===== config.mk =====
export PLATFORM = sky130hd
export DESIGN_NAME = pixel_fetch
export DESIGN_NICKNAME = d
export VERILOG_FILES = /design/src/rtl/pixel_fetch_pkg.sv /design/src/rtl/pixel_fetch_fifo.sv /design/src/rtl/pixel_fetch.sv
export SDC_FILE = /design/constraint.sdc
export NUM_CORES = 1
export LEC_CHECK = 0
export BUFFER_PORTS_ARGS = -buffer_cell sky130_fd_sc_hd__buf_2
export CORE_MARGIN = 2
export CORE_UTILIZATION = 55
export CTS_CLUSTER_SIZE = 10
export DETAILED_ROUTE_END_ITERATION = 7
export GPL_TIMING_DRIVEN = 1
export PLACE_DENSITY = 0.76
export SLEW_MARGIN = 10
export SYNTH_ARGS = -nofsm -noshare
export SYNTH_HDL_FRONTEND = slang
export SYNTH_SLANG_ARGS = --single-unit

===== constraint.sdc =====
create_clock -name clk_low -period 3.98 [get_ports clk_low]
set_clock_uncertainty 0.2 [all_clocks]
set_input_delay 0.398 -clock clk_low [delete_from_list [all_inputs] [get_ports clk_low]]
set_output_delay 0.398 -clock clk_low [all_outputs]
set_load 0.05 [all_outputs]

===== src/rtl/pixel_fetch_pkg.sv =====
// pixel_fetch_pkg: pixel types, frame constants, RGB565->RGB888 expansion and
// colour-bar table shared by the pixel_fetch slice.
package pixel_fetch_pkg;

    typedef struct packed {
        logic [4:0] r;
        logic [5:0] g;
        logic [4:0] b;
    } rgb565_t;

    typedef struct packed {
        logic [7:0] r;
        logic [7:0] g;
        logic [7:0] b;
    } rgb888_t;

    localparam int unsigned FRAME_PIXELS = 640 * 480;

    // Replicating the top bits maps full-scale 565 codes onto full-scale 888.
    function automatic rgb888_t expand565(input rgb565_t p);
        rgb888_t o;
        o.r = {p.r, p.r[4:2]};
        o.g = {p.g, p.g[5:4]};
        o.b = {p.b, p.b[4:2]};
        return o;
    endfunction

    function automatic rgb888_t bar_colour(input logic [2:0] idx);
        rgb888_t o;
        case (idx)
            3'd0:    o = {8'hFF, 8'hFF, 8'hFF};
            3'd1:    o = {8'hFF, 8'hFF, 8'h00};
            3'd2:    o = {8'h00, 8'hFF, 8'hFF};
            3'd3:    o = {8'h00, 8'hFF, 8'h00};
            3'd4:    o = {8'hFF, 8'h00, 8'hFF};
            3'd5:    o = {8'hFF, 8'h00, 8'h00};
            3'd6:    o = {8'h00, 8'h00, 8'hFF};
            default: o = '0;
        endcase
        return o;
    endfunction

endpackage


===== src/rtl/pixel_fetch_fifo.sv =====
// pix_sync_fifo: single-clock pixel FIFO with synchronous flush, head-of-queue
// output from registered storage, and occupancy level.
module pix_sync_fifo
    import pixel_fetch_pkg::*;
#(
    parameter int unsigned DEPTH = 16,
    parameter int unsigned WIDTH = 16
) (
    input  logic                     i_clk,
    input  logic                     i_rst,
    input  logic                     i_flush,
    input  logic                     i_push,
    input  logic [WIDTH-1:0]         i_wdata,
    input  logic                     i_pop,
    output logic [WIDTH-1:0]         o_head,
    output logic [$clog2(DEPTH):0]   o_level,
    output logic                     o_empty
);

    localparam int unsigned AW = $clog2(DEPTH);

    logic [WIDTH-1:0] r_mem [DEPTH];
    logic [AW-1:0]    r_wr_ptr;
    logic [AW-1:0]    r_rd_ptr;
    logic [AW:0]      r_count;
    logic             w_full;
    logic             w_do_push;
    logic             w_do_pop;

    assign w_full    = (r_count == (AW+1)'(DEPTH));
    assign o_empty   = (r_count == '0);
    assign w_do_pop  = i_pop & ~o_empty;
    assign w_do_push = i_push & (~w_full | w_do_pop);
    assign o_head    = r_mem[r_rd_ptr];
    assign o_level   = r_count;

    always_ff @(posedge i_clk) begin
        if (w_do_push && !i_flush) begin
            r_mem[r_wr_ptr] <= i_wdata;
        end
    end

    always_ff @(posedge i_clk or posedge i_rst) begin
        if (i_rst) begin
            r_wr_ptr <= '0;
            r_rd_ptr <= '0;
            r_count  <= '0;
        end else if (i_flush) begin
            r_wr_ptr <= '0;
            r_rd_ptr <= '0;
            r_count  <= '0;
        end else begin
            if (w_do_push) begin
                r_wr_ptr <= r_wr_ptr + AW'(1);
            end
            if (w_do_pop) begin
                r_rd_ptr <= r_rd_ptr + AW'(1);
            end
            r_count <= r_count + (AW+1)'(w_do_push) - (AW+1)'(w_do_pop);
        end
    end

    // The upstream issue rule reserves a slot for every outstanding read.
    a_no_push_full: assert property (@(posedge i_clk) disable iff (i_rst || i_flush)
        !(i_push && w_full && !i_pop));

endmodule


===== src/rtl/pixel_fetch.sv =====
// pixel_fetch: prefetches RGB565 pixels from frame memory into a FIFO and
// presents RGB888 one cycle after pix_req. PIXEL_FETCH_TEST_PATTERN_EN adds colour bars.
module pixel_fetch
    import pixel_fetch_pkg::*;
#(
    parameter int unsigned       FIFO_DEPTH = 16,
    parameter int unsigned       ADDR_W     = 26,
    parameter int unsigned       H_ACTIVE   = 640,
    parameter int unsigned       V_ACTIVE   = 480,
    parameter logic [ADDR_W-1:0] BASE_ADDR  = '0
) (
    input  logic                          clk_low,
    input  logic                          reset,
    input  logic                          frame_start,
    input  logic                          pix_req,
`ifdef PIXEL_FETCH_TEST_PATTERN_EN
    input  logic                          pattern_en,
`endif
    output logic                          mem_rd,
    output logic [ADDR_W-1:0]             mem_addr,
    input  logic                          mem_ready,
    input  logic                          mem_rvalid,
    input  logic [15:0]                   mem_rdata,
    output logic [7:0]                    red,
    output logic [7:0]                    green,
    output logic [7:0]                    blue,
    output logic [$clog2(FIFO_DEPTH):0]   fifo_level,
    output logic                          underflow
);

    localparam int unsigned LVL_W     = $clog2(FIFO_DEPTH) + 1;
    localparam int unsigned FRAME_CNT = H_ACTIVE * V_ACTIVE;
    localparam int unsigned ISS_W     = $clog2(FRAME_CNT + 1);
    localparam int unsigned DROP_W    = LVL_W + 2;

    logic              r_mem_rd;
    logic [ADDR_W-1:0] r_mem_addr;
    logic [ISS_W-1:0]  r_issued;
    logic [LVL_W-1:0]  r_outstanding;
    logic [DROP_W-1:0] r_drop;
    logic              r_underflow;
    rgb888_t           r_rgb;

    logic              w_accept;
    logic              w_ret;
    logic              w_drop_word;
    logic              w_push;
    logic              w_pop;
    logic              w_empty;
    logic [15:0]       w_head;
    logic [LVL_W-1:0]  w_level;
    logic [LVL_W-1:0]  w_lvl_next;
    logic [LVL_W-1:0]  w_out_next;
    logic [ISS_W-1:0]  w_iss_next;
    logic              w_room;
    logic              w_issue;
    logic [DROP_W-1:0] w_drop_flush;
    rgb888_t           w_pix;

    assign w_accept    = r_mem_rd & mem_ready;
    assign w_ret       = mem_rvalid & (r_drop == '0);
    assign w_drop_word = mem_rvalid & (r_drop != '0);
    assign w_push      = w_ret & ~frame_start;
    assign w_pop       = pix_req & ~w_empty & ~frame_start;

    pix_sync_fifo #(
        .DEPTH (FIFO_DEPTH),
        .WIDTH (16)
    ) u_fifo (
        .i_clk   (clk_low),
        .i_rst   (reset),
        .i_flush (frame_start),
        .i_push  (w_push),
        .i_wdata (mem_rdata),
        .i_pop   (w_pop),
        .o_head  (w_head),
        .o_level (w_level),
        .o_empty (w_empty)
    );

    // mem_rd is registered, so the issue decision looks at next-cycle occupancy.
    assign w_lvl_next = w_level + LVL_W'(w_push) - LVL_W'(w_pop);
    assign w_out_next = r_outstanding + LVL_W'(w_accept) - LVL_W'(w_ret);
    assign w_iss_next = r_issued + ISS_W'(w_accept);
    assign w_room     = ({1'b0, w_lvl_next} + {1'b0, w_out_next}) < (LVL_W+1)'(FIFO_DEPTH);
    assign w_issue    = w_room & (w_iss_next < ISS_W'(FRAME_CNT));

    // Everything still in flight at a restart is discarded: old drops, outstanding
    // reads and a same-cycle accept, minus the word returning right now.
    assign w_drop_flush = r_drop + DROP_W'(r_outstanding) + DROP_W'(w_accept)
                          - DROP_W'(mem_rvalid);

    always_ff @(posedge clk_low or posedge reset) begin
        if (reset) begin
            r_mem_rd      <= 1'b0;
            r_mem_addr    <= BASE_ADDR;
            r_issued      <= '0;
            r_outstanding <= '0;
            r_drop        <= '0;
            r_underflow   <= 1'b0;
        end else if (frame_start) begin
            r_mem_rd      <= 1'b0;
            r_mem_addr    <= BASE_ADDR;
            r_issued      <= '0;
            r_outstanding <= '0;
            r_drop        <= w_drop_flush;
            r_underflow   <= 1'b0;
        end else begin
            if (w_accept) begin
                r_mem_addr <= r_mem_addr + ADDR_W'(1);
            end
            r_issued      <= w_iss_next;
            r_outstanding <= w_out_next;
            r_drop        <= r_drop - DROP_W'(w_drop_word);
            r_mem_rd      <= (r_mem_rd & ~w_accept) | w_issue;
            if (pix_req && w_empty) begin
                r_underflow <= 1'b1;
            end
        end
    end

`ifdef PIXEL_FETCH_TEST_PATTERN_EN
    localparam int unsigned COL_W = $clog2(H_ACTIVE);
    localparam int unsigned BAR_W = H_ACTIVE / 8;

    logic [COL_W-1:0] r_col;
    logic [2:0]       w_bar;

    always_ff @(posedge clk_low or posedge reset) begin
        if (reset) begin
            r_col <= '0;
        end else if (frame_start) begin
            r_col <= '0;
        end else if (pix_req) begin
            r_col <= (r_col == COL_W'(H_ACTIVE - 1)) ? '0 : r_col + COL_W'(1);
        end
    end

    assign w_bar = 3'(r_col / COL_W'(BAR_W));
    assign w_pix = pattern_en ? bar_colour(w_bar) : expand565(rgb565_t'(w_head));
`else
    assign w_pix = expand565(rgb565_t'(w_head));
`endif

    // An empty FIFO yields black even if a word lands the same cycle.
    always_ff @(posedge clk_low or posedge reset) begin
        if (reset) begin
            r_rgb <= '0;
        end else if (!frame_start && pix_req) begin
            r_rgb <= w_empty ? '0 : w_pix;
        end
    end

    assign mem_rd     = r_mem_rd;
    assign mem_addr   = r_mem_addr;
    assign red        = r_rgb.r;
    assign green      = r_rgb.g;
    assign blue       = r_rgb.b;
    assign fifo_level = w_level;
    assign underflow  = r_underflow;

endmodule

==> impl_metrics.tcl <==
set metrics [dict create \
    tritoncts "done" \
    drv_cap 0 \
    antenna_found_initial 2 \
    power_frac_clock_pct 31.9 \
    syn_inst 867 \
    grt_pass1_vias 7997 \
    hpwl_um 17310 \
    dr.pass1.iters 5 \
    final-setup-viol-count 0 \
    wl_per_cell_um 22.58 \
    switching_share_pct 30.29 \
    synth_enable_flop_cells 256 \
    p_leak_nw 6.341 \
    grt-ovfl-total 0 \
    slew_headroom_pct 21.28 \
    layout.nets 1051 \
    dp.cells 1273 \
    routed_via_density 5.873 \
    required_ns 4.24 \
    synth-seq-cells 344 \
    ys_top_cells_by_area "edfxtp_1 (52%), dfrtp_1 (15%), mux4_2 (10%)" \
    p_sw_mw 3.134 \
    p_int_mw 7.212 \
    slew_viol_final 0 \
    num_rows 59 \
    seq_area_frac_synth_pct 67.17 \
    coreArea_sq_um 26210 \
    htreeDepth 2 \
    pwr-share-comb_pct 27.1 \
    status "complete, no violations" \
    cts-root-buf "clkbuf_16" \
    layout.cells.most_common "edfxtp_1" \
    start_kind "register" \
    drive_gt1_share_pct 25.81 \
    io_buffers 78 \
    remaining_drc_errors 0 \
    num_vias 7934 \
    ioPinCount 79 \
    postLayoutCellArea_sq_um 16910 \
    cp_max_fo 3 \
    stdcell_count 1351 \
    globalplace.congestion 0.7692 \
    rsz0062_at_grt "true" \
    final_cell_mix "edfxtp_1 (256), dfrtp_1 (86), buf_2 (78)" \
    die_area_sq_um 28100 \
    peakVddDrop_mv 0.3754 \
    start_util_pct 56.19 \
    netlist_area_sq_um 14720 \
    hold_viol_final 0 \
    async_flop_share_pct 25.58 \
    hold_class "input pin to register" \
    clk_pin_slew_ns 0.05 \
    die_h_um 167.6 \
    synth_top_area_share_pct 52.21 \
    fp.dieW_um 167.6 \
    pwr-share-seq_pct 41.1 \
    synth.distinct_cells 49 \
    numCtsBuffers 40 \
    gr-usage-all-layers_pct 22.25 \
    yosysTopAreaCell "edfxtp_1" \
    clkSinkCount 344 \
    cts_buffer_depth 3 \
    insertion_delay_ns 0.54 \
    cp_slowest_cell "or4_4" \
    ys_warn_count 0 \
    fmax_mhz 257.1 \
    ant_nets 0 \
    endpoint_kind "register" \
    placed_cell_area_sq_um 15570 \
    grt_pass1_wl_um 46700 \
    path_cells "inv_2, ha_4, or3b_4, nor2_4, nor2_2, ha_4, inv_2, ha_4, fa_2, a21oi_2, nor2_1, nor2_1, xnor2_1, ha_1, or4_4, a21oi_4, o311ai_2, nand2_1" \
    syn_to_final_growth_pct 14.87 \
    critical_path.most_common_cell "ha_4" \
    worst_pin_slew_ns 1.181 \
    critPathKind "register to register" \
    drtIter0Drc 791 \
    synth_ff_type "edfxtp_1" \
    p_per_area_nw_per_um2 611.6 \
    synth.avg_cell_area_sq_um 16.98 \
    arrival_ns 4.15 \
    wl_um 30510 \
    synth_fp_nets 932 \
    layout_min_cycle_time_ns 3.889 \
    critPathMaxStageDelay_ns 0.52 \
    fin_crit_sh_pct 97.71 \
    grt_max_degree 72 \
]
[cell usage after synthesis (2+ instances only)]
cell / instances
and3b_1: 2
nor2b_1: 8
nand4_1: 12
mux4_1: 13
buf_6: 3
and2_1: 12
mux4_2: 67
and3_1: 13
xnor2_1: 23
o21ai_0: 8
inv_1: 39
edfxtp_1: 256
a22o_1: 16
dfrtp_1: 88
xor2_1: 45
a21o_1: 8
a21oi_1: 14
nand2b_1: 2
a31oi_1: 2
buf_12: 3
nor2_1: 69
buf_2: 6
a31o_2: 2
clkbuf_1: 16
nor3_1: 5
fa_1: 5
nor3b_1: 5
nor4_1: 4
nand2_1: 32
ha_1: 38
buf_4: 14
and4_1: 6
nand3_1: 15
[final timing paths]
check | from | endpoint | slack, ns | cells past startpoint
min reg2reg | r_drop[6] | r_drop[6] | 0.27 | 1
min | mem_rdata[10] | u_fifo.r_mem[15][10] | 0.02 | 1
max reg2reg | u_fifo.o_level[2] | mem_rd | 0.09 | 18
min in group asynchronous | reset | mem_addr[6] | 0.44 | 3
max | u_fifo.o_level[2] | mem_rd | 0.09 | 18
max in group asynchronous | reset | r_outstanding[4] | 2.31 | 4
[worst max-delay path, delay by kind of cell (launching register included)]
family,cells,cell delay (ns)
AO/OA/AOI/OAI,3,0.40
XOR/XNOR,1,0.09
adder cells (fa/ha/maj),5,1.19
buffers and inverters,2,0.13
flip-flops,1,0.40
AND/OR/NAND/NOR,7,1.37
[power groups by stage]
stage                     logic (mW)  registers, mW  clock network (mW)
final                           2.80           4.25                3.30
after global routing            3.07           4.28                3.52
after CTS                       2.70           4.24                3.38
after detailed placement        2.66           4.31                   0
after global placement          2.62           4.30                   0
after floorplan                 1.87           4.58                   0
[logic make-up (layout without fill, tap and decap cells)]
| group | after synthesis | after routing | share of synthesized area, % |
|---|---|---|---|
| DFF | 344 | 344 | 67.17 |
| buffers and inverters | 85 | 233 | 3.195 |
| adders and majority gates | 43 | 43 | 3.909 |
| muxes | 82 | 82 | 12.71 |
| xor gates and xnor gates | 68 | 68 | 4.045 |
| AOI/OAI and AO/OA | 56 | 56 | 2.626 |
| other | 0 | 1 | 0 |
| and+or+nand+nor | 189 | 189 | 6.348 |
[through the flow]
step,hold slack [ns],total power [mW],TNS (ns),setup WS (ns),util [%]
floorplan,0.2426,6.452,0,0.01460,-
global placement,0.2598,6.925,0,0.06280,59.40
detailed placement,0.2668,6.973,0,0.001268,59.40
CTS,0.0004226,10.32,0,0.02351,64.02
global route,0.02467,10.87,-0.08289,-0.08289,64.53
finish,0.02151,10.35,0,0.09108,64.54
[state kept, by name, indices dropped and copies added (netlist names)]
| signal | flops |
|---|---|
| blue | 5 |
| green | 6 |
| mem_addr | 26 |
| mem_rd | 1 |
| r_drop | 7 |
| r_issued | 19 |
| r_outstanding | 5 |
| red | 5 |
| u_fifo.o_level | 5 |
| u_fifo.r_mem | 256 |
| u_fifo.r_rd_ptr | 4 |
| u_fifo.r_wr_ptr | 4 |
| underflow | 1 |
[per-layer routing]
layer / wire length (um) / vias to the layer above / share of wire (%) / track usage [%]
li1: - / 3531 / - / -
met1: 12730 / 4054 / 42 / 30.24
met2: 15070 / 276 / 49 / 36.91
met3: 1790 / 71 / 5.9 / 3.593
met4: 908 / 2 / 3.0 / 8.129
met5: 14 / - / 0.046 / 0
[cell type report]
cell class / instances / area [sq um]
diodes: 1 / 2.502
well taps: 335 / 419.2
inverters: 39 / 148.9
clock buffers: 68 / 1116
clock inverters: 3 / 68.82
multi-input cells: 438 / 4489
flip-flops and latches: 344 / 9894
repair buffers: 123 / 774.5
fillers: 1807 / 9293
[repair_timing]
| action | in CTS | in global routing |
|---|---|---|
| pin swaps | 0 | 14 |
| endpoints found under the setup margin | 1 | 1 |
| setup buffers | 0 | 4 |
| hold endpoints to repair | 71 | 0 |
| hold buffers | 2 | 0 |
| cloned | 0 | 0 |
| resized for setup | 1 | 24 |
Power figures use the tool's default switching activity.
